### config.mk
export PLATFORM = sky130hd
export DESIGN_NAME = neuron_bp
export DESIGN_NICKNAME = d
export VERILOG_FILES = /design/src/rtl/neuron_bp.sv
export SDC_FILE = /design/constraint.sdc
export NUM_CORES = 2
export LEC_CHECK = 0
export BUFFER_PORTS_ARGS = -buffer_cell sky130_fd_sc_hd__buf_2
export CORE_UTILIZATION = 42
export DETAILED_ROUTE_END_ITERATION = 16
export SYNTH_ARGS = -nofsm -noshare
export SYNTH_HDL_FRONTEND = slang
export SYNTH_SLANG_ARGS = --single-unit
### constraint.sdc
create_clock -name clk -period 13 [get_ports clk]
set_input_delay 0.65 -clock clk [delete_from_list [all_inputs] [get_ports clk]]
set_output_delay 0.65 -clock clk [all_outputs]
set_load 0.1 [all_outputs]
### src/rtl/neuron_bp.sv
// neuron_bp: backward pass for a single 3-input sigmoid neuron in signed Q format.
//
// A pass is requested with start (while idle and enabled). All data inputs are captured,
// then one shared Q multiplier is time-multiplexed over the sequence
//   s = y*(1-y), delta = err*s, g = lr*delta,
//   e_prev_i = delta*w_i (i = 1..3, b_new = b - g on the first of these),
//   w_i_new = w_i - g*a_i (i = 1..3),
// after which done strobes for one enabled cycle. busy covers every non-idle cycle.
//
// Parameters:
//   WIDTH  data word width in bits
//   FBITS  fractional bits of the Q format
//
// Ports:
//   clk, rst (async, active-low), en (clock enable), start (request a pass)
//   a_1..a_3, w_1..w_3, b, y, err, lr   signed data inputs
//   delta, e_prev_1..3, w_1..3_new, b_new  registered signed results
//   busy, done                          status
//
// Build option:
//   NEURON_BP_SAT_EN  when defined, the bias/weight update subtractions saturate to the
//                     signed range instead of wrapping. Multiplies always truncate.

module neuron_bp #(
    parameter int WIDTH = 32,
    parameter int FBITS = 24
) (
    input  logic             clk,
    input  logic             rst,
    input  logic             en,
    input  logic             start,
    input  logic [WIDTH-1:0] a_1,
    input  logic [WIDTH-1:0] a_2,
    input  logic [WIDTH-1:0] a_3,
    input  logic [WIDTH-1:0] w_1,
    input  logic [WIDTH-1:0] w_2,
    input  logic [WIDTH-1:0] w_3,
    input  logic [WIDTH-1:0] b,
    input  logic [WIDTH-1:0] y,
    input  logic [WIDTH-1:0] err,
    input  logic [WIDTH-1:0] lr,
    output logic [WIDTH-1:0] delta,
    output logic [WIDTH-1:0] e_prev_1,
    output logic [WIDTH-1:0] e_prev_2,
    output logic [WIDTH-1:0] e_prev_3,
    output logic [WIDTH-1:0] w_1_new,
    output logic [WIDTH-1:0] w_2_new,
    output logic [WIDTH-1:0] w_3_new,
    output logic [WIDTH-1:0] b_new,
    output logic             busy,
    output logic             done
);

    localparam logic [WIDTH-1:0] ONE = WIDTH'(1) << FBITS;

    typedef enum logic [2:0] {
        StIdle, StDeriv, StDelta, StScale, StProp, StUpd, StDone
    } state_e;

    state_e           state_q;
    logic [1:0]       idx_q;
    logic [WIDTH-1:0] a1_q, a2_q, a3_q, w1_q, w2_q, w3_q, b_q, y_q, err_q, lr_q;
    logic [WIDTH-1:0] s_q, g_q;

    // Subtraction used for the bias and weight updates.
    function automatic logic [WIDTH-1:0] sub_q(input logic [WIDTH-1:0] x,
                                               input logic [WIDTH-1:0] z);
`ifdef NEURON_BP_SAT_EN
        logic [WIDTH:0] diff;
        diff = {x[WIDTH-1], x} - {z[WIDTH-1], z};
        // Sign bit and guard bit disagree only on overflow; guard bit gives the true sign.
        if (diff[WIDTH] != diff[WIDTH-1]) begin
            sub_q = diff[WIDTH] ? {1'b1, {(WIDTH-1){1'b0}}} : {1'b0, {(WIDTH-1){1'b1}}};
        end else begin
            sub_q = diff[WIDTH-1:0];
        end
`else
        sub_q = x - z;
`endif
    endfunction

    // Operand selection for the shared multiplier.
    logic [WIDTH-1:0] op_a, op_b, a_sel, w_sel;

    always_comb begin
        a_sel = a1_q;
        w_sel = w1_q;
        case (idx_q)
            2'd2:    begin a_sel = a2_q; w_sel = w2_q; end
            2'd3:    begin a_sel = a3_q; w_sel = w3_q; end
            default: begin a_sel = a1_q; w_sel = w1_q; end
        endcase
    end

    always_comb begin
        op_a = '0;
        op_b = '0;
        case (state_q)
            StDeriv: begin op_a = y_q;   op_b = ONE - y_q; end
            StDelta: begin op_a = err_q; op_b = s_q;       end
            StScale: begin op_a = lr_q;  op_b = delta;     end
            StProp:  begin op_a = delta; op_b = w_sel;     end
            StUpd:   begin op_a = g_q;   op_b = a_sel;     end
            default: ;
        endcase
    end

    // Sign-extend to 2*WIDTH so the unsigned product equals the signed product.
    logic [2*WIDTH-1:0] prod;
    logic [WIDTH-1:0]   mul_res;
    logic               unused_prod;

    assign prod        = {{WIDTH{op_a[WIDTH-1]}}, op_a} * {{WIDTH{op_b[WIDTH-1]}}, op_b};
    // Arithmetic shift by FBITS then keep the low WIDTH bits == this slice.
    assign mul_res     = prod[FBITS +: WIDTH];
    assign unused_prod = ^prod;

    always_ff @(posedge clk or negedge rst) begin
        if (!rst) begin
            state_q  <= StIdle;
            idx_q    <= 2'd0;
            a1_q     <= '0;
            a2_q     <= '0;
            a3_q     <= '0;
            w1_q     <= '0;
            w2_q     <= '0;
            w3_q     <= '0;
            b_q      <= '0;
            y_q      <= '0;
            err_q    <= '0;
            lr_q     <= '0;
            s_q      <= '0;
            g_q      <= '0;
            delta    <= '0;
            e_prev_1 <= '0;
            e_prev_2 <= '0;
            e_prev_3 <= '0;
            w_1_new  <= '0;
            w_2_new  <= '0;
            w_3_new  <= '0;
            b_new    <= '0;
            busy     <= 1'b0;
            done     <= 1'b0;
        end else if (en) begin
            case (state_q)
                StIdle: begin
                    if (start) begin
                        a1_q    <= a_1;
                        a2_q    <= a_2;
                        a3_q    <= a_3;
                        w1_q    <= w_1;
                        w2_q    <= w_2;
                        w3_q    <= w_3;
                        b_q     <= b;
                        y_q     <= y;
                        err_q   <= err;
                        lr_q    <= lr;
                        busy    <= 1'b1;
                        state_q <= StDeriv;
                    end
                end
                StDeriv: begin
                    s_q     <= mul_res;
                    state_q <= StDelta;
                end
                StDelta: begin
                    delta   <= mul_res;
                    state_q <= StScale;
                end
                StScale: begin
                    g_q     <= mul_res;
                    idx_q   <= 2'd1;
                    state_q <= StProp;
                end
                StProp: begin
                    case (idx_q)
                        2'd1:    e_prev_1 <= mul_res;
                        2'd2:    e_prev_2 <= mul_res;
                        default: e_prev_3 <= mul_res;
                    endcase
                    if (idx_q == 2'd1) begin
                        b_new <= sub_q(b_q, g_q);
                    end
                    if (idx_q == 2'd3) begin
                        idx_q   <= 2'd1;
                        state_q <= StUpd;
                    end else begin
                        idx_q <= idx_q + 2'd1;
                    end
                end
                StUpd: begin
                    case (idx_q)
                        2'd1:    w_1_new <= sub_q(w_sel, mul_res);
                        2'd2:    w_2_new <= sub_q(w_sel, mul_res);
                        default: w_3_new <= sub_q(w_sel, mul_res);
                    endcase
                    if (idx_q == 2'd3) begin
                        idx_q   <= 2'd0;
                        done    <= 1'b1;
                        state_q <= StDone;
                    end else begin
                        idx_q <= idx_q + 2'd1;
                    end
                end
                StDone: begin
                    done    <= 1'b0;
                    busy    <= 1'b0;
                    state_q <= StIdle;
                end
                default: begin
                    state_q <= StIdle;
                end
            endcase
        end
    end

endmodule

### Word-level counts from Yosys, hierarchy flattened

Cells that the tools add are included.

* register bits: 647
* input bits: 324
* output and inout port bits: 258
* logic and storage cells: 76

* add/sub/neg operators: 4
* $mul: 1
* equal/unequal tests: 12
* multiplexer cells: 15
* bitwise operators: 1
* reduce and logical (&&, ||, !) cells: 19

Operators with widths (count)
* 32-bit one-hot mux with 5 select lines: 2
* 32-bit one-hot mux with 2 select lines: 2
* 32-bit subtractor: 2
* 32-bit by 32-bit multiplier with 56-bit output: 1
* 25-bit by 32-bit subtractor with 32-bit output (first input constant): 1
* 3-bit AND reduction: 9
* 3-bit one-hot mux with 6 select lines: 1
* 3-bit == test (second input constant): 3
* 3-bit 2-to-1 mux: 3
* 2-bit AND reduction: 4
* 3-bit by 2-bit == test with 1-bit output (second input constant): 2
* 2-bit != test (second input constant): 3
* 2-bit one-hot mux with 3 select lines: 1
* 2-bit == test (second input constant): 2
* 2-bit 2-to-1 mux: 2
* 1-bit one-hot mux with 2 select lines: 2
* 4-bit AND reduction: 1
* 2-bit nonzero test: 2
* 3-bit by 1-bit == test with 1-bit output (second input constant): 1
* 3-bit logical NOT: 1
* 3-bit nonzero test: 1
* 2-bit by 1-bit adder with 2-bit output (second input constant): 1
* 2-bit by 1-bit == test with 1-bit output (second input constant): 1
* 1-bit 2-to-1 mux: 2
* other kinds (2): 2

### Depth between registers and ports, before layout

* depth after elaboration: 5
* mapped depth: 57
* depth with buffers taken out: 51

### Worst setup path after synthesis

OpenSTA, ideal clock, no wires.

* path kind: register -> register
* from: register state_q[0]
* to: register w_1_new[28]
* setup time: 0.137 ns
* arrival time: 11.847 ns
* required time: 12.863 ns
* setup slack: 1.017 ns
* cell stages (with the launch flop): 51
* buffers on the path: 8
* clock period less this slack: 11.983 ns
* cells stage by stage: dfrtp_1 > buf_2 > buf_2 > buf_2 > buf_2 > buf_2 > buf_2 > buf_1 > mux2i_1 > o22ai_1 > inv_1 > nor2_1 > clkbuf_1 > nand2_1 > fa_1 > fa_1 > inv_1 > fa_1 > (+15 left out) > nand2_1 > o21ai_0 > or2_2 > a21oi_1 > xor2_1 > ha_1 > a21o_1 > a21o_1 > a21o_1 > a21oi_1 > nor2b_1 > o211ai_1 > a21boi_0 > o31a_1 > o21ai_0 > nor4bb_1 > a311oi_1 > o21ai_0

* longest elaborated chain between the ends: 4
* elaborated cells on any way between the ends: 10
* those cells by class: add/sub (1); mul (1); eq/ne (5); mux (2); reduce/logical (1)

RTL lines
* from (decl): RTL line 60 `state_e state_q;`
* from (signal assigned): RTL line 120 `state_q <= StIdle;`
* from (signal assigned): RTL line 159 `state_q <= StDeriv;`
* from (signal assigned): RTL line 164 `state_q <= StDelta;`
* 3-bit == test (tied with other cells): RTL line 98, 145
* 32-bit one-hot mux with 5 select lines: RTL line 98 `case (state_q)`
* 32-bit by 32-bit multiplier with 56-bit output: RTL line 113 `assign prod = {{WIDTH{op_a[WIDTH-1]}}, op_a} * {{WIDTH{op_b[WIDTH-1]}}, op_b};`
* 32-bit subtractor: RTL line 78 `sub_q = x - z;`
* to (signal assigned): RTL line 193 `2'd1: w_1_new <= sub_q(w_sel, mul_res);`
* to (decl): RTL line 46 `output logic [WIDTH-1:0] w_1_new,`

Parallel ways exist; a longest one is shown, timed or not.
A chain may end at the register's enable or synchronous reset.

### Worst setup path in the final report

* from: register y_q[7]
* to: register w_1_new[28]

* longest elaborated chain between the ends: 4
* elaborated cells on any way between the ends: 5
* those cells by class: add/sub (2); mul (1); mux (2)

RTL lines
* from (decl): RTL line 62 `logic [WIDTH-1:0] a1_q, a2_q, a3_q, w1_q, w2_q, w3_q, b_q, y_q, err_q, lr_q;`
* from (signal assigned): RTL line 155 `y_q <= y;`
* 25-bit by 32-bit subtractor with 32-bit output: RTL line 99 `StDeriv: begin op_a = y_q; op_b = ONE - y_q; end`
* 32-bit one-hot mux with 5 select lines: RTL line 98
* 32-bit by 32-bit multiplier with 56-bit output *: RTL line 113
* 32-bit subtractor *: RTL line 78

Every way passes the cells marked *; elsewhere a longest branch is shown, timed or not.

==> results.rst <==
.. list-table::
   :header-rows: 1

   * - Metric
     - Value
   * - Outcome
     - finished clean
   * - Gpl congestion
     - 1.05
   * - Largest delay contributor family on the critical path
     - adder cells
   * - Die Height
     - 388 um
   * - Number of buffer cells added on primary ports
     - 581
   * - Critical Path End Type
     - flip-flop
   * - Cells after Synth
     - 6358
   * - Global-route wire length before repair
     - 374000 um
   * - Detailed-route DRC error count
     - 0
   * - Std-Cell Core Area
     - 0.148 mm^2
   * - Clock transition at path regs
     - 60 ps
   * - Initial antenna violation count
     - 50
   * - Flip-flop and latch count after synthesis
     - 647
   * - Number of distinct library cells after synthesis
     - 78
   * - Remaining number of nets flagged by the antenna check after routing
     - 0
   * - Relative area change from synthesis to final layout
     - 15.5%
   * - Critical Path AT
     - 13210 ps
   * - Remaining max-slew budget at the tightest pin
     - 2.44%
   * - Final worst path period share
     - 97.4%
   * - Average detailed-routed wire length per instance
     - 28.7 um
   * - Routed WL
     - 259000 um
   * - Top-level port count
     - 582
   * - M3 GR Usage
     - 11.3%
   * - Via count
     - 51200
   * - CTS tree
     - built
   * - Hold WC Path Type
     - primary input to flip-flop
   * - Longest Clk Path Bufs
     - 3
   * - Final Util
     - 49.0%
   * - Post-layout net count
     - 8574
   * - Avg Vias per Cell
     - 5.68
   * - Classification of the worst setup path
     - flip-flop to flip-flop
   * - Clock period minus worst slack
     - 12660 ps
   * - Placed cell count
     - 8874
   * - Sequential area share after synthesis
     - 25.8%
   * - Cell chosen for the clock root
     - sky130_fd_sc_hd__clkbuf_16
   * - Post-place setup slack
     - -369 ps
   * - Later-pin clock latency in the skew report
     - 720 ps
   * - Number of flops mapped to enable cells by yosys
     - 0
   * - Highest cell delay on the worst timing path
     - 630 ps
   * - Master of the slowest instance on the critical path
     - sky130_fd_sc_hd__or4_1
   * - Area fraction of the dominant cell type after synthesis
     - 31.4%
   * - Number of endpoints failing setup at the final stage
     - 0
   * - Top cells by area, synth
     - sky130_fd_sc_hd__fa_1, sky130_fd_sc_hd__dfrtp_1, sky130_fd_sc_hd__mux2_2, sky130_fd_sc_hd__nand2_1, sky130_fd_sc_hd__inv_1
   * - Max FO, Critical Path
     - 21
   * - Summed instance area of the synthesized netlist
     - 0.0627 mm^2
   * - WP data required
     - 13550 ps
   * - Global routing's busiest layer
     - met2
   * - Minimum setup slack among reg-to-reg paths
     - 340 ps
   * - Synthesized netlist net count
     - 7906
   * - Maximum number of pins on one net before global-route repair
     - 175
   * - Fraction of layout instances using a drive strength above 1
     - 21.8%
   * - Cell accounting for the most synthesized area
     - sky130_fd_sc_hd__fa_1
   * - Die boundary width
     - 388 um
   * - Mean cell area of the mapped netlist
     - 9.86 um^2
   * - Met2 track utilization from global routing
     - 51.9%
   * - Total count of hold-check failures in the final report
     - 0
   * - Final setup skew
     - 109 ps
   * - Count of maximum capacitance violations
     - 0
   * - Buffers plus inverters on the worst setup path
     - 6
   * - Number of synthesis warnings
     - 0
   * - Effective utilization at floorplan
     - 42.4%
   * - Total number of H-tree levels
     - 3
   * - Maximum clock rate
     - 79.0 MHz
   * - Number of detailed-route iterations in the first pass
     - 5
   * - Proportion of synthesized flip-flops having asynchronous set or reset
     - 100%
   * - Post-Layout Cell Count
     - 9029
   * - Post-DP HPWL
     - 212000 um
   * - Leftover overflow at the end of global routing
     - 0
   * - Number of max-slew violations in the final report
     - 0
   * - DRC marker count from the first detailed-route iteration
     - 5111
   * - Total Negative Setup Slacks
     - 0 ps
   * - Type of origin of the critical path
     - flip-flop
   * - Clock buffer count from CTS
     - 74
   * - Tot GR Track Use
     - 34.5%
   * - Tightest Pin Transition
     - 1450 ps
   * - Vias in the first global route
     - 52800
   * - Row Count
     - 141
   * - Area of the die
     - 0.151 mm^2
   * - Met1 routing resource usage after global routing
     - 43.6%
   * - Final worst slack
     - 340 ps
   * - Sinks on the clock net
     - 647
   * - Crit path top cell by count
     - sky130_fd_sc_hd__fa_1
   * - Top_reg_cell synth
     - sky130_fd_sc_hd__dfrtp_1
==> metal layers <==
| metal | vias to the layer above | share of wire [%] |
|---|---|---|
| met5 | - | 0.14 |
| met4 | 54 | 7.0 |
| met3 | 796 | 12 |
| met2 | 2971 | 44 |
| met1 | 26000 | 37 |
| li1 | 21400 | - |
==> cells by family (layout without fill, tap and decap cells) <==
group,count (synthesis),in the layout,share of synthesized area [%]
muxes,451,451,8.02
adders and majority gates,1224,1224,36.2
buffers and inverters,1323,2041,7.95
AOI/OAI and AO/OA,814,814,8.23
other,0,21,0
DFF,647,647,25.8
xor gates and xnor gates,126,126,1.83
and+or+nand+nor,1773,1775,11.9
==> final cells by class <==
cell class,instances,area [um^2]
sequential,647,16200
fill,14000,75500
timing repair buffer,926,5690
antenna,21,52.6
clock buffer,102,2030
tap,1930,2410
clock inverter,26,419
inverter,987,3700
multi-input combinational,4390,41900
==> final timing paths <==
path / start / endpoint / cells past startpoint
min in group asynchronous: rst / w2_q[15] / 2
setup reg to reg: y_q[7] / w_1_new[28] / 45
max in group asynchronous: rst / err_q[8] / 4
hold reg to reg: b_new[29] / b_new[29] / 2
setup / recovery: y_q[7] / w_1_new[28] / 45
hold / removal: a_2[28] / a2_q[28] / 2
==> cells in the mapped netlist (all sizes together), types with 23 or more instances <==
master / instances
mux2i: 40
o21ai: 323
nor3: 25
nor2b: 26
nand3: 38
a221oi: 23
dfrtp: 647
ha: 240
xnor2: 80
a22oi: 79
nand2: 1075
buf: 45
xor2: 43
mux2: 411
fa: 984
clkbuf: 291
nor2: 375
a21oi: 126
inv: 987
nand2b: 25
a21o: 52
and2: 109
==> registers in the layout, indices dropped and copies added, names as in the netlist, 2 cells and up <==
register / flops
err_q: 32
w_3_new: 32
lr_q: 32
a1_q: 32
a3_q: 32
y_q: 32
delta: 32
b_q: 32
e_prev_3: 32
w2_q: 32
state_q: 3
w3_q: 32
idx_q: 2
e_prev_2: 32
g_q: 32
e_prev_1: 32
s_q: 32
a2_q: 32
b_new: 32
w1_q: 32
w_2_new: 32
w_1_new: 32
==> through the flow <==
stage	hold slack [ps]	cell area (um^2)
global placement	455	69600
detailed placement	462	69600
floorplan	354	62700
global route	151	72300
CTS	112	72100
finish	156	72400
==> placed cells by master, fill, tap and decap left out, drive strengths merged, types with 14 or more instances in the layout <==
master  count
nand2    1075
inv       991
fa        984
buf       924
dfrtp     647
mux2      411
nor2      376
o21ai     323
ha        240
a21oi     126
and2      109
clkbuf    103
xnor2      80
a22oi      79
a21o       52
xor2       43
mux2i      40
nand3      38
nor2b      27
nor3       25
nand2b     25
a221oi     23
diode      21
o22ai      19
a221o      19
and3       18
a22o       17
a31oi      17
o211ai     15
a211oi     15
o21bai     14
o21a       14
==> worst reg2reg max path, delay by kind of cell (launching register included) <==
kind	cells	cell delay, ps
buffers and inverters	6	950
adders and majority gates	10	4680
AOI/OAI and AO/OA	18	3230
and+or+nand+nor	9	2800
DFF	1	470
xor gates and xnor gates	2	360
==> repair_timing <==
item                                    CTS  global route
buffers inserted                          0             2
cloned                                    1             2
resized for setup                         5            43
pin swaps                                 1             3
endpoints found under the setup margin   54            69
hold buffers                              1             0
hold endpoints to repair                 38             0
Power is left out: the tool's default activity adds up to more than one toggle a clock period on the data nets, which glitch-free logic cannot reach.
